File: src/rtl/ifu_fetch_pkg.sv
// ifu_fetch_pkg: shared CPU fetch types
// and the TLB-less kseg address map.
package ifu_fetch_pkg;

  typedef logic [31:0] virt_t;
  typedef logic [31:0] phys_t;

  typedef struct packed {
    virt_t       pc;
    logic [31:0] inst;
  } fetch_entry_t;

  localparam virt_t BOOT_VEC_DEF = 32'hbfc00000;

  // kseg0/kseg1 strip the top 3 bits;
  // everything else maps 1:1.
  function automatic phys_t kseg_translate(
    input virt_t va
  );
    return (va[31:30] == 2'b10) ?
      {3'b000, va[28:0]} : va;
  endfunction

endpackage

File: src/rtl/fetch_fifo.sv
// fetch_fifo: sync FIFO of fetch_entry_t.
// push/pop/flush in; rdata/full/empty/count out.
import ifu_fetch_pkg::*;

module fetch_fifo #(
  parameter int DEPTH = 4
) (
  input  logic                     clk,
  input  logic                     sync_rst,
  input  logic                     flush,
  input  logic                     push,
  input  fetch_entry_t             wdata,
  input  logic                     pop,
  output fetch_entry_t             rdata,
  output logic                     full,
  output logic                     empty,
  output logic [$clog2(DEPTH):0]   count
);

  localparam int AW = $clog2(DEPTH);
  localparam int CW = AW + 1;

  fetch_entry_t   mem [DEPTH];
  logic [AW-1:0]  wr_ptr;
  logic [AW-1:0]  rd_ptr;
  logic           pop_ok;

  assign empty  = (count == '0);
  assign full   = (count == CW'(DEPTH));
  assign pop_ok = pop & ~empty;
  // Head reads as zero when empty.
  assign rdata  = empty ? '0 : mem[rd_ptr];

  always_ff @(posedge clk) begin
    if (push && !flush)
      mem[wr_ptr] <= wdata;
  end

  always_ff @(posedge clk or posedge sync_rst) begin
    if (sync_rst) begin
      wr_ptr <= '0;
      rd_ptr <= '0;
      count  <= '0;
    end else if (flush) begin
      wr_ptr <= '0;
      rd_ptr <= '0;
      count  <= '0;
    end else begin
      if (push)
        wr_ptr <= wr_ptr + AW'(1);
      if (pop_ok)
        rd_ptr <= rd_ptr + AW'(1);
      count <= count + CW'(push)
                     - CW'(pop_ok);
    end
  end

endmodule

File: src/rtl/ifu_fetch.sv
// ifu_fetch: fetch PC, kseg translate, in-order
// icache reads, PC queue, instruction FIFO.
import ifu_fetch_pkg::*;

module ifu_fetch #(
  parameter virt_t BOOT_VEC   = BOOT_VEC_DEF,
  parameter int    LINE_WIDTH = 256,
  parameter int    FIFO_DEPTH = 4,
  parameter int    MAX_OUTST  = 2
) (
  input  logic        clk,
  input  logic        sync_rst,
  input  logic        redirect,
  input  logic [31:0] redirect_pc,
  output logic        ibus_read,
  output logic [31:0] ibus_vaddr,
  output logic [31:0] ibus_paddr,
  output logic [31:0] ibus_paddr_plus1,
  output logic        ibus_inv,
  output logic [31:0] ibus_inv_addr,
  input  logic        ibus_ready,
  input  logic        ibus_valid,
  input  logic [31:0] ibus_rddata,
  output logic        inst_valid,
  output logic [31:0] inst_pc,
  output logic [31:0] inst,
  input  logic        inst_ready
);

  localparam int OW = $clog2(MAX_OUTST + 1);
  localparam int QW =
    (MAX_OUTST > 1) ? $clog2(MAX_OUTST) : 1;
  localparam int CW = $clog2(FIFO_DEPTH) + 1;

  virt_t          fetch_pc;
  logic [OW-1:0]  outst;
  logic [OW-1:0]  drop_cnt;
  virt_t          pcq [MAX_OUTST];
  logic [QW-1:0]  q_wr;
  logic [QW-1:0]  q_rd;

  logic           acc;
  logic           f_push;
  logic           f_pop;
  logic           f_full;
  logic           f_empty;
  logic [CW-1:0]  f_cnt;
  fetch_entry_t   f_wdata;
  fetch_entry_t   f_head;

  function automatic logic [QW-1:0] qnext(
    input logic [QW-1:0] p
  );
    return (int'(p) == MAX_OUTST - 1) ?
      '0 : p + QW'(1);
  endfunction

  // Dropped-but-pending reads still count
  // against FIFO space; conservative is fine.
  assign ibus_read = !sync_rst && !redirect
    && (int'(outst) < MAX_OUTST)
    && (int'(f_cnt) + int'(outst) < FIFO_DEPTH);

  assign acc = ibus_read & ibus_ready;

  assign ibus_vaddr       = fetch_pc;
  assign ibus_paddr       = kseg_translate(fetch_pc);
  assign ibus_paddr_plus1 =
    ibus_paddr + 32'(LINE_WIDTH / 8);
  assign ibus_inv         = 1'b0;
  assign ibus_inv_addr    = '0;

  assign f_push  = ibus_valid && !redirect
                && (drop_cnt == '0);
  assign f_pop   = inst_ready & inst_valid;
  assign f_wdata = '{pc: pcq[q_rd], inst: ibus_rddata};

  always_ff @(posedge clk) begin
    if (acc)
      pcq[q_wr] <= fetch_pc;
  end

  always_ff @(posedge clk or posedge sync_rst) begin
    if (sync_rst) begin
      fetch_pc <= BOOT_VEC;
      outst    <= '0;
      drop_cnt <= '0;
      q_wr     <= '0;
      q_rd     <= '0;
    end else begin
      if (redirect)
        fetch_pc <= redirect_pc & ~32'h3;
      else if (acc)
        fetch_pc <= fetch_pc + 32'd4;
      if (acc)
        q_wr <= qnext(q_wr);
      if (ibus_valid)
        q_rd <= qnext(q_rd);
      outst <= outst + OW'(acc)
                     - OW'(ibus_valid);
      // Everything still in flight belongs to
      // the old stream; this cycle's response
      // is discarded directly.
      if (redirect)
        drop_cnt <= outst - OW'(ibus_valid);
      else if (ibus_valid && drop_cnt != '0)
        drop_cnt <= drop_cnt - OW'(1);
    end
  end

  fetch_fifo #(
    .DEPTH (FIFO_DEPTH)
  ) u_fifo (
    .clk      (clk),
    .sync_rst (sync_rst),
    .flush    (redirect),
    .push     (f_push),
    .wdata    (f_wdata),
    .pop      (f_pop),
    .rdata    (f_head),
    .full     (f_full),
    .empty    (f_empty),
    .count    (f_cnt)
  );

  assign inst_valid = !f_empty;
  assign inst_pc    = f_head.pc;
  assign inst       = f_head.inst;

  a_no_overflow: assert property (
    @(posedge clk) disable iff (sync_rst)
    !(f_push && f_full && !f_pop)
  );

endmodule

File: config.mk
export PLATFORM = sky130hd
export DESIGN_NAME = ifu_fetch
export DESIGN_NICKNAME = d
export VERILOG_FILES = /design/src/rtl/ifu_fetch_pkg.sv /design/src/rtl/fetch_fifo.sv /design/src/rtl/ifu_fetch.sv
export SDC_FILE = /design/constraint.sdc
export NUM_CORES = 1
export LEC_CHECK = 0
export BUFFER_PORTS_ARGS = -buffer_cell sky130_fd_sc_hd__buf_2
export CAP_MARGIN = 20
export CORE_ASPECT_RATIO = 1.1
export CORE_UTILIZATION = 47
export CTS_CLUSTER_DIAMETER = 30
export CTS_CLUSTER_SIZE = 30
export DETAILED_ROUTE_END_ITERATION = 16
export PLACE_DENSITY = 0.69
export SYNTH_ARGS = -nofsm -noshare
export SYNTH_HDL_FRONTEND = slang
export SYNTH_HIERARCHICAL = 1
export SYNTH_SLANG_ARGS = --single-unit
File: constraint.sdc
create_clock -name clk -period 4.3 [get_ports clk]
set_input_delay 0.43 -clock clk [delete_from_list [all_inputs] [get_ports clk]]
set_output_delay 0.43 -clock clk [all_outputs]
set_load 0.01 [all_outputs]
==> results.py <==
metrics = {
    "finish": {
        "diodes": 0,
        "finalNetCount": 1263,
        "final_cell_area_um2": 19000,
        "area_growth_pct": 23.6,
        "drive_above_1_share_pct": 38.8,
    },
    "timing": {
        "slew_headroom_pct": 32.6,
        "whs_ps": 99.1,
        "finalSetupViolCount": 0,
        "fin_crit_ps": 3390,
        "rsz0062_at_grt": "false",
        "fmax_mhz": 295,
        "period_share_pct": 78.8,
        "tns_ps": 0,
        "slew_viol_final": 0,
        "hold_viol": 0,
        "worstMarginPinSlew_ps": 1010,
        "worst_clock_skew_ps": 26.0,
    },
    "clock_network": {
        "cts_root_buffer": "clkbuf_16",
        "htree_levels": 3,
        "cts_resized": 0,
        "cts_max_path_buffers": 3,
        "clk_pin_slew_ps": 50,
        "cts_sinks": 359,
        "cts_setup_buffers": 0,
        "clkLatencyLatePin_ps": 560,
        "cts_tree": "built",
        "ctsHoldBuffers": 1,
        "numCtsBuffers": 69,
    },
    "flow_run": {
        "max-cap-violations": 0,
    },
    "critical_path": {
        "arrival_ps": 2960,
        "path_max_fanout": 9,
        "endpoint_kind": "output pin",
        "crit_type": "flop to output pin",
        "path_cells": "ha_1 -> nand3_2 -> nor4_1 -> nand3_1 -> xnor2_1 -> buf_2",
        "worst_ep_required_time_ps": 3870,
        "slowest_delay_ps": 790,
        "rrSetupSlack_ps": 1680,
        "startpoint_type": "flop",
        "cpMaxStageDelayCell": "nor4_1",
    },
    "die": {
        "dieArea_um2": 33500,
        "die_width_um": 175,
        "io_pins": 265,
        "core-area_um2": 32300,
        "start_util_pct": 47.7,
        "die_y_um": 192,
        "rows": 69,
    },
    "synth": {
        "syn_inst": 928,
        "synth_area_um2": 15400,
        "yosys_warnings": 6,
        "postSynthAreaPerCell_um2": 16.6,
    },
    "pwr": {
        "leakagePower_nw": 7.10,
        "ir_drop_mv": 0.316,
        "power.density_nw_per_um2": 587,
    },
    "run_status": {
        "status": "complete, no violations",
    },
    "placement": {
        "gp_congestion": 0.840,
        "portBuffers": 223,
        "placed_area_um2": 16700,
        "hpwl_um": 20000,
    },
    "routing": {
        "wl_um": 32200,
        "initialDrtViolationCount": 470,
        "wl_per_cell_um": 19.4,
        "ant_nets": 0,
        "vias_per_cell": 5.24,
        "num_vias": 8708,
        "drcViolationCount": 0,
        "firstDrtPassIters": 5,
    },
    "grt": {
        "grt_usage_pct": 19.8,
        "grt_overflow": 0,
        "grt_pass1_wl_um": 50300,
        "first_global_vias": 8875,
        "grt_max_degree": 67,
        "antenna_found_initial": 0,
    },
    "hold_path": {
        "hold_path_class": "input port to flop",
    },
}
## registers in the layout, indices dropped and copies added (netlist names)
| register | count |
|---|---|
| u_fifo/wr_ptr | 2 |
| u_fifo/mem | 256 |
| drop_cnt | 2 |
| ibus_vaddr | 30 |
| pcq | 60 |
| outst | 2 |
| q_wr | 1 |
| u_fifo/rd_ptr | 2 |
| u_fifo/count | 3 |
| q_rd | 1 |
## where the power goes
part / total [mW] / switching, mW / internal, mW
clock network: 5.20 / 1.80 / 3.39
registers: 4.25 / 0.172 / 4.07
logic: 1.74 / 0.989 / 0.750
## area by class of cell
type	count	area, um2
clock inverter	46	467
timing repair buffer	245	1350
multi-input combinational	483	4170
fill	2521	13300
tap	426	533
sequential	359	10600
inverter	21	78.8
clock buffer	82	1860
## cell usage in the layout (no fill, tap or decap), types with 11 or more instances in the layout
cell and instances:
and2_1 66, buf_2 223, buf_4 16, clkbuf_16 73, conb_1 47, dfrtp_1 32
edfxtp_1 316, ha_1 13, inv_1 21, mux2_2 33, mux4_2 64, nand2_1 46
nand3_1 24, nand4_1 14, nor2_1 29, o211ai_1 14, o21ai_0 15, xnor2_1 20
xor2_1 11
## worst paths after layout
path | start | to | cells past startpoint
min in group asynchronous | sync_rst | u_fifo/count[2]$_DFF_PP0_ | 3
max in group asynchronous | sync_rst | ibus_vaddr[26]$_DFFE_PP1P_ | 4
min reg2reg | q_rd$_DFFE_PP0P_ | q_rd$_DFFE_PP0P_ | 1
max reg2reg | ibus_vaddr[2]$_DFFE_PP0P_ | ibus_vaddr[30]$_DFFE_PP0P_ | 6
max | ibus_vaddr[6]$_DFFE_PP0P_ | ibus_paddr_plus1[27] | 6
min | redirect_pc[31] | ibus_vaddr[31]$_DFFE_PP1P_ | 3
## layer usage
metal  share of wire [%]  vias to the layer above  GRT usage [%]
met2                  50                      348           33.4
met1                  42                     4366           25.5
met4                 1.5                        0           6.52
met5                   0                        -              0
li1                    -                     3963              -
met3                 6.1                       31           4.41
## worst max-delay path, delay by kind of cell, from the launching register on
| family | cells | cell delay, ps |
|---|---|---|
| AND/OR/NAND/NOR | 3 | 1280 |
| XOR/XNOR | 1 | 220 |
| adder cells (fa/ha/maj) | 1 | 270 |
| flip-flops | 1 | 480 |
| buffers and inverters | 1 | 150 |
## stage by stage
step	util [%]	instances	power [mW]	setup slack [ps]
floorplan	-	974	5.43	900
global placement	51.7	1533	6.06	1480
detailed placement	51.7	1533	6.09	1410
CTS	59.0	1662	11.3	805
global route	59.0	1662	11.7	703
finish	59.0	1662	11.2	910
(Power assumes the default switching activity.)
